### src/rtl/axis_stream_stat.sv
// rtl/axis_stream_stat.sv - AXI-stream test sink with programmable backpressure and per-channel statistics
module axis_stream_stat #(
  parameter  int NCH   = 4,
  parameter  int CNT_W = 16,
  parameter  int SAT   = 0,
  parameter  int GAP   = 0,
  localparam int CH_W  = (NCH > 1) ? $clog2(NCH) : 1
) (
  input  logic             clock,
  input  logic             rst_n,
  input  logic             axis_tvalid,
  output logic             axis_tready,
  input  logic             axis_tlast,
  input  logic [CH_W-1:0]  axis_tuser,
  input  logic             enable,
  input  logic             clear,
  input  logic [CH_W-1:0]  rd_ch,
  output logic [CNT_W-1:0] rd_beat,
  output logic [CNT_W-1:0] rd_pkt,
  output logic [CNT_W-1:0] stall_cnt,
  output logic             pkt_err,
  output logic [CH_W-1:0]  err_ch
);

  localparam int GAP_W = (GAP > 0) ? $clog2(GAP + 1) : 1;

  typedef enum logic {
    S_IDLE,
    S_IN_PKT
  } state_t;

  logic                       gap_hit;
  logic                       fire;

  logic [NCH-1:0][CNT_W-1:0]  beat_q, beat_d;
  logic [NCH-1:0][CNT_W-1:0]  pkt_q, pkt_d;
  logic [CNT_W-1:0]           stall_q, stall_d;
  state_t                     state_q, state_d;
  logic [CH_W-1:0]            cur_ch_q, cur_ch_d;
  logic                       pkt_err_q, pkt_err_d;
  logic [CH_W-1:0]            err_ch_q, err_ch_d;
  logic [CNT_W-1:0]           rd_beat_q, rd_pkt_q;

  // Counter step: wraps naturally, or holds at all-ones when saturating.
  function automatic logic [CNT_W-1:0] inc(input logic [CNT_W-1:0] v);
    if ((SAT != 0) && (&v)) return v;
    return v + 1'b1;
  endfunction

  if (GAP > 0) begin : g_gap
    logic [GAP_W-1:0] gap_q, gap_d;

    // Gap counter advances only while enabled, wrapping after GAP.
    always_comb begin
      gap_d = gap_q;
      if (enable) gap_d = (gap_q == GAP_W'(GAP)) ? '0 : gap_q + 1'b1;
    end

    // Gap counter register; untouched by clear.
    always_ff @(posedge clock or negedge rst_n) begin
      if (!rst_n) gap_q <= '0;
      else        gap_q <= gap_d;
    end

    assign gap_hit = (gap_q == GAP_W'(GAP));
  end else begin : g_nogap
    assign gap_hit = 1'b0;
  end

  // Ready is held low through reset so nothing is accepted before the block is live.
  assign axis_tready = rst_n & enable & ~gap_hit;
  assign fire        = axis_tvalid & axis_tready;

  // Next-state for counters, packet FSM and interleave error; clear overrides everything.
  always_comb begin
    beat_d    = beat_q;
    pkt_d     = pkt_q;
    stall_d   = stall_q;
    state_d   = state_q;
    cur_ch_d  = cur_ch_q;
    pkt_err_d = pkt_err_q;
    err_ch_d  = err_ch_q;
    if (clear) begin
      beat_d    = '0;
      pkt_d     = '0;
      stall_d   = '0;
      state_d   = S_IDLE;
      cur_ch_d  = '0;
      pkt_err_d = 1'b0;
      err_ch_d  = '0;
    end else begin
      if (axis_tvalid && !axis_tready) stall_d = inc(stall_q);
      if (fire) begin
        beat_d[axis_tuser] = inc(beat_q[axis_tuser]);
        if (axis_tlast) pkt_d[axis_tuser] = inc(pkt_q[axis_tuser]);
        case (state_q)
          S_IDLE: begin
            if (!axis_tlast) begin
              state_d  = S_IN_PKT;
              cur_ch_d = axis_tuser;
            end
          end
          S_IN_PKT: begin
            if (axis_tuser != cur_ch_q) begin
              pkt_err_d = 1'b1;
              if (!pkt_err_q) err_ch_d = axis_tuser;
            end
            if (axis_tlast) state_d = S_IDLE;
          end
          default: state_d = S_IDLE;
        endcase
      end
    end
  end

  // State registers for statistics and packet tracking.
  always_ff @(posedge clock or negedge rst_n) begin
    if (!rst_n) begin
      beat_q    <= '0;
      pkt_q     <= '0;
      stall_q   <= '0;
      state_q   <= S_IDLE;
      cur_ch_q  <= '0;
      pkt_err_q <= 1'b0;
      err_ch_q  <= '0;
    end else begin
      beat_q    <= beat_d;
      pkt_q     <= pkt_d;
      stall_q   <= stall_d;
      state_q   <= state_d;
      cur_ch_q  <= cur_ch_d;
      pkt_err_q <= pkt_err_d;
      err_ch_q  <= err_ch_d;
    end
  end

  // Registered readout of the selected channel, sampled every cycle.
  always_ff @(posedge clock or negedge rst_n) begin
    if (!rst_n) begin
      rd_beat_q <= '0;
      rd_pkt_q  <= '0;
    end else begin
      rd_beat_q <= beat_q[rd_ch];
      rd_pkt_q  <= pkt_q[rd_ch];
    end
  end

  assign rd_beat   = rd_beat_q;
  assign rd_pkt    = rd_pkt_q;
  assign stall_cnt = stall_q;
  assign pkt_err   = pkt_err_q;
  assign err_ch    = err_ch_q;

endmodule

### config.mk
export PLATFORM = sky130hd
export DESIGN_NAME = axis_stream_stat
export DESIGN_NICKNAME = d
export VERILOG_FILES = /design/src/rtl/axis_stream_stat.sv
export SDC_FILE = /design/constraint.sdc
export NUM_CORES = 1
export LEC_CHECK = 0
export ABC_AREA = 1
export BUFFER_PORTS_ARGS = -buffer_cell sky130_fd_sc_hd__clkbuf_2
export CAP_MARGIN = 25
export CORE_MARGIN = 4
export CORE_UTILIZATION = 55
export DETAILED_ROUTE_END_ITERATION = 8
export PLACE_DENSITY = 0.76
export SKIP_CTS_REPAIR_TIMING = 1
export SLEW_MARGIN = 20
export SYNTH_ARGS = -nofsm -noshare
export SYNTH_HDL_FRONTEND = slang
export SYNTH_SLANG_ARGS = --single-unit
### constraint.sdc
create_clock -name clock -period 1.8 [get_ports clock]
set_clock_uncertainty 0.2 [all_clocks]
set_input_delay 0.45 -clock clock [delete_from_list [all_inputs] [get_ports clock]]
set_output_delay 0.45 -clock clock [all_outputs]
set_load 0.02 [all_outputs]
== Word-level counts from Yosys, hierarchy flattened ==
Index checks and enable logic that the tools add are counted.

* Word-level logic and storage cells: 74
* Bits of input ports: 10
* Bits in registers: 182
* Output and inout bits: 52

* Add/sub/neg operators: 3
* $lt $le $gt $ge: 3
* Equal/unequal tests: 4
* Reduce and logical (&&, ||, !) cells: 12
* Bitwise operators: 2
* Multiplexer cells: 35

{| class="wikitable"
|+ Operators with widths
! kind !! count
|-
| $mux W64 || 5
|-
| $bmux W16 S2 || 4
|-
| $bwmux W64 || 2
|-
| $mux W16 || 7
|-
| $add A16 B1 Y16 const B || 3
|-
| $demux W16 S2 || 1
|-
| $mux W2 || 9
|-
| $reduce_bool A2 Y1 || 5
|-
| $mux W1 || 7
|-
| $lt A2 B3 Y1 const B || 2
|-
| $reduce_and A3 Y1 || 2
|-
| $ne A2 B2 Y1 const B || 2
|-
| $reduce_and A4 Y1 || 1
|-
| $and A1 B1 Y1 || 2
|-
| $ge A2 B1 Y1 const B || 1
|-
| $logic_and A1 B1 Y1 || 2
|-
| $ne A2 B1 Y1 const B || 1
|-
| $ne A2 B2 Y1 || 1
|-
| $reduce_and A2 Y1 || 1
|-
| $logic_not A1 Y1 || 1
|}

== Logic depth before layout (Yosys ltp) ==
* Depth in word-level cells: 8
* Mapped depth: 14
* Depth with buffers taken out: 12

== Least setup slack after synthesis ==
No wires, ideal clock.

* Kind: input port to flip-flop
* Start point: input axis_tuser[0]
* End point: register beat_q[14] (netlist bit)
* Setup slack: -353 ps
* Library setup time: 118 ps
* Path buffers: 2
* Stages on the path: 11
* Data required time: 1482 ps
* Arrival time: 1835 ps
* Cell sequence: buf_6 buf_6 o21ai_0 nand2_1 nand2_1 ha_1 nand3_2 nor2_4 nand4_1 nand3_1 nand2_1

* Word-level cells in the longest chain between the ends: 7
* Elaborated cells on any way between the ends: 11
* Those cells by class: add/sub: 1; order compare: 2; mux: 7; reduce/logical: 1

{| class="wikitable"
|+ RTL lines
! item !! RTL line !! RTL
|-
| start, declared || 14 || <nowiki>input logic [CH_W-1:0] axis_tuser,</nowiki>
|-
| parallel branches: the longest is 4 deep, another holds $add A16 B1 Y16 || n/a ||
|-
| $bwmux W64 (*) || 94 || <nowiki>beat_d[axis_tuser] = inc(beat_q[axis_tuser]);</nowiki>
|-
| $mux W64 (*) || 93 || <nowiki>if (fire) begin</nowiki>
|-
| $mux W64 (*) || 83 || <nowiki>if (clear) begin</nowiki>
|-
| end signal, assigned || 127 || <nowiki>beat_q <= beat_d;</nowiki>
|-
| end, declared || 35 || <nowiki>logic [NCH-1:0][CNT_W-1:0] beat_q, beat_d;</nowiki>
|}

Every way passes the cells marked *. The select of a mux whose other input is x is not followed.
A chain may end at the register's enable or synchronous reset.

== Worst setup path in the final report ==
* Start point: register pkt_q[1] (netlist bit)
* End point: register pkt_q[30] (netlist bit)

* Word-level cells in the longest chain between the ends: 7

{| class="wikitable"
|+ RTL lines
! item !! RTL line !! RTL
|-
| start, declared || 36 || <nowiki>logic [NCH-1:0][CNT_W-1:0] pkt_q, pkt_d;</nowiki>
|-
| start signal, assigned || 128 || <nowiki>pkt_q <= pkt_d;</nowiki>
|-
| $bmux W16 S2 || 95 || <nowiki>if (axis_tlast) pkt_d[axis_tuser] = inc(pkt_q[axis_tuser]);</nowiki>
|-
| $mux W16 (not written as such) || 95 ||
|-
| $add A16 B1 Y16 || 47 || <nowiki>return v + 1'b1;</nowiki>
|-
| $bwmux W64 || 95 ||
|-
| $mux W64 || 95 ||
|-
| $mux W64 || 93 ||
|-
| $mux W64 || 83 ||
|}

No other way between the ends. The select of a mux whose other input is x is not followed.

==> results.ini <==
[run_status]
status=finished with violations
violations=setup timing

[timing]
worst_pin_slew_ns=0.773
fmax_mhz=504
fin_ws_ns=-0.186
hold_violations=0
rsz0062_at_grt=true
holdWs_ns=0.0399
timing.final.crit_share_pct=110
setup_violations=88
min_period_ns=1.99
finalMaxSlewViolations=0
slew_headroom_pct=48.5
finalSetupTns_ns=-5.57

[global_route]
grt_overflow=0
use_met3_pct=6.30
antenna_found_initial=0
grt_util_all_layers_pct=30.2
grt.busiest_layer=met2
grt_max_degree=91
grt_pass1_vias=9776
met1_usage_pct=40.2
grt_pass1_wl_um=48800
use_met2_pct=48.7

[routing]
ant_nets=0
drc=0
drt-initial-drc-count=1225
first_pass_iters=7
wl_um=32900
vias=10600
wl_per_cell_um=18.2
vias_per_cell=5.90

[power]
intPower_mw=7.01
power_frac_seq_pct=44.5
p_sw_mw=2.39
comb_power_share_pct=11.1
leakage_nw=6.57
switching_share_pct=25.4
pwr-share-clk_pct=44.4
peakVddDrop_uv=717
powerDensity_nw_per_um2=698

[placed_design]
dp.cells=1746
routabilityCongestion=0.905
port_buffers=61
hpwl_um=20700
placed_cell_area_um2=11900

[logic_synthesis]
synth.most_common_cell=nand2_1
async_flop_share_pct=100
synth_area_um2=10100
synthCells=1378
syn_avg_cell_area_um2=7.30
yosysSeqAreaShare_pct=45.3
synthTopCellsByArea=dfrtp_1 45%, nand2_1 18%, nand3_1 7.4%
synth_largest_area_cell=dfrtp_1
synth_edf_count=0
yosys_warnings=0
synth_fp_nets=1391
synth_cell_types=34
synth_common_cells=478 x nand2_1, 182 x dfrtp_1, 149 x nand3_1
ys_ff_latch=182
synth_ff_type=dfrtp_1
synth_top_area_share_pct=45.3

[setup_path]
cp.arrival_ns=2.17
crit_type=reg2reg
critPathRequiredTime_ns=1.98
path_buf_inv=1
cp_max_fo=4
start_kind=flip-flop
crit_chain=inv_1 -> o21ai_1 -> nand2_1 -> nand2_2 -> ha_4 -> nand3_4 -> nor2_4 -> nand3_1 -> nand2_1 -> nand3_1 -> nand2_1
reg2regPathDepth=11
slowest_delay_ns=0.35
cpMaxStageDelayCell=dfrtp_1
rr_endpoint=pkt_q[30]$_DFFE_PN0P_
ff2ff_setup_slack_ns=-0.19
crit_family=simple AND/OR/NAND/NOR gates
endpoint_kind=flip-flop
path_common_cell=nand2_1
r2r_start=pkt_q[1]$_DFFE_PN0P_

[finish]
fill_cells=1222
nNetsFinal=1575
stdcell_area_um2=13500
area_delta_synth_final_pct=33.9
antennaDiodeCount=0
drive_gt1_share_pct=29.3
instances_no_fill=1803
postLayoutCoreUtil_pct=75.0

[die]
initial_core_util_pct=56.0
die-area_um2=20500
fp-row-count=49
coreArea_um2=18000
die_w_um=143
io_pins=62
die_height_um=143

[cts]
cts_buffer_depth=2
insertion_delay_ns=0.44
clkTransAtPathRegs_ns=0.07
clock_sinks=182
h-tree-depth=4
cts_tree=built
cts_root_buf=clkbuf_16
cts-buffers-inserted=17

[hold_path]
hp-class=in2async

[job]
drv_cap=0

==> per-stage QoR <==
stage          setup slack, ns  power [mW]
4_1_cts                 -0.152        9.33
3_3_place_gp            -0.483        5.20
5_1_grt                 -0.265        9.68
6_report                -0.186        9.40
2_1_floorplan           -0.263        4.73
3_5_place_dp            -0.569        5.21
==> logic make-up (layout without fill, tap and decap cells) <==
logic type,after synthesis,after routing,synth area share [%]
simple gates,819,819,35.0
flops,182,182,45.3
compound gates,212,212,11.0
fa+ha+maj,3,3,0.373
xor+xnor,13,13,1.36
buf+inv,149,345,6.96
==> registers in the layout, indices dropped and copies added (netlist names) <==
register / cells
beat_q: 64
pkt_q: 64
rd_beat: 16
rd_pkt: 16
stall_cnt: 16
cur_ch_q: 2
err_ch: 2
pkt_err: 1
state_q: 1
==> cell usage in the layout (no fill, tap or decap), types with 9 or more instances in the layout <==
cell       count
nor2_2        27
nand2_2       41
o21ai_0      107
nand3_1      106
o21ai_1       36
nand3_4       10
o22ai_1       32
buf_4        124
buf_6          9
o21ai_2       18
nand2_4       16
clkbuf_2      57
a21oi_1       14
dfrtp_1      181
inv_1         69
buf_12        29
nand2_1      434
nor2_4        17
clkbuf_16     22
nor2_1       111
nand3_2       37
inv_2         15
==> per-layer routing <==
layer	wire, µm	up-vias
li1	-	4836
met5	0	-
met3	3590	152
met4	1420	0
met1	12400	4993
met2	15500	655
==> worst min-delay path, cell delays in order <==
cell and delay, ns:
clkbuf_8 0.13, buf_4 0.14, buf_12 0.37
==> power groups by stage <==
stage | clock network, mW | logic, mW | registers, mW
floorplan | 0 | 0.391 | 4.34
global placement | 0 | 0.938 | 4.26
detailed placement | 0 | 0.950 | 4.26
CTS | 4.20 | 0.953 | 4.18
global route | 4.39 | 1.11 | 4.19
finish | 4.18 | 1.04 | 4.18
==> how the worst max path moves through the flow <==
stage	startpoint	endpoint	depth (start not counted)
6_report	pkt_q[1]$_DFFE_PN0P_	pkt_q[30]$_DFFE_PN0P_	11
5_1_grt	pkt_q[33]$_DFFE_PN0P_	pkt_q[30]$_DFFE_PN0P_	11
4_1_cts	axis_tuser[0]	pkt_q[30]$_DFFE_PN0P_	12
3_5_place_dp	axis_tuser[0]	pkt_q[30]$_DFFE_PN0P_	12
3_3_place_gp	axis_tuser[0]	pkt_q[46]$_DFFE_PN0P_	12
2_1_floorplan	axis_tuser[0]	beat_q[46]$_DFFE_PN0P_	13
==> layout make-up <==
cell class	instances	area, µm²	area share [%]
sequential	182	4560	33.8
clock buffer	17	425	3.16
clock inverter	14	221	1.64
inverter	87	343	2.54
multi-input combinational	1047	5570	41.3
tap	229	287	2.13
timing repair buffer	227	2080	15.4
(Power assumes the default switching activity.)
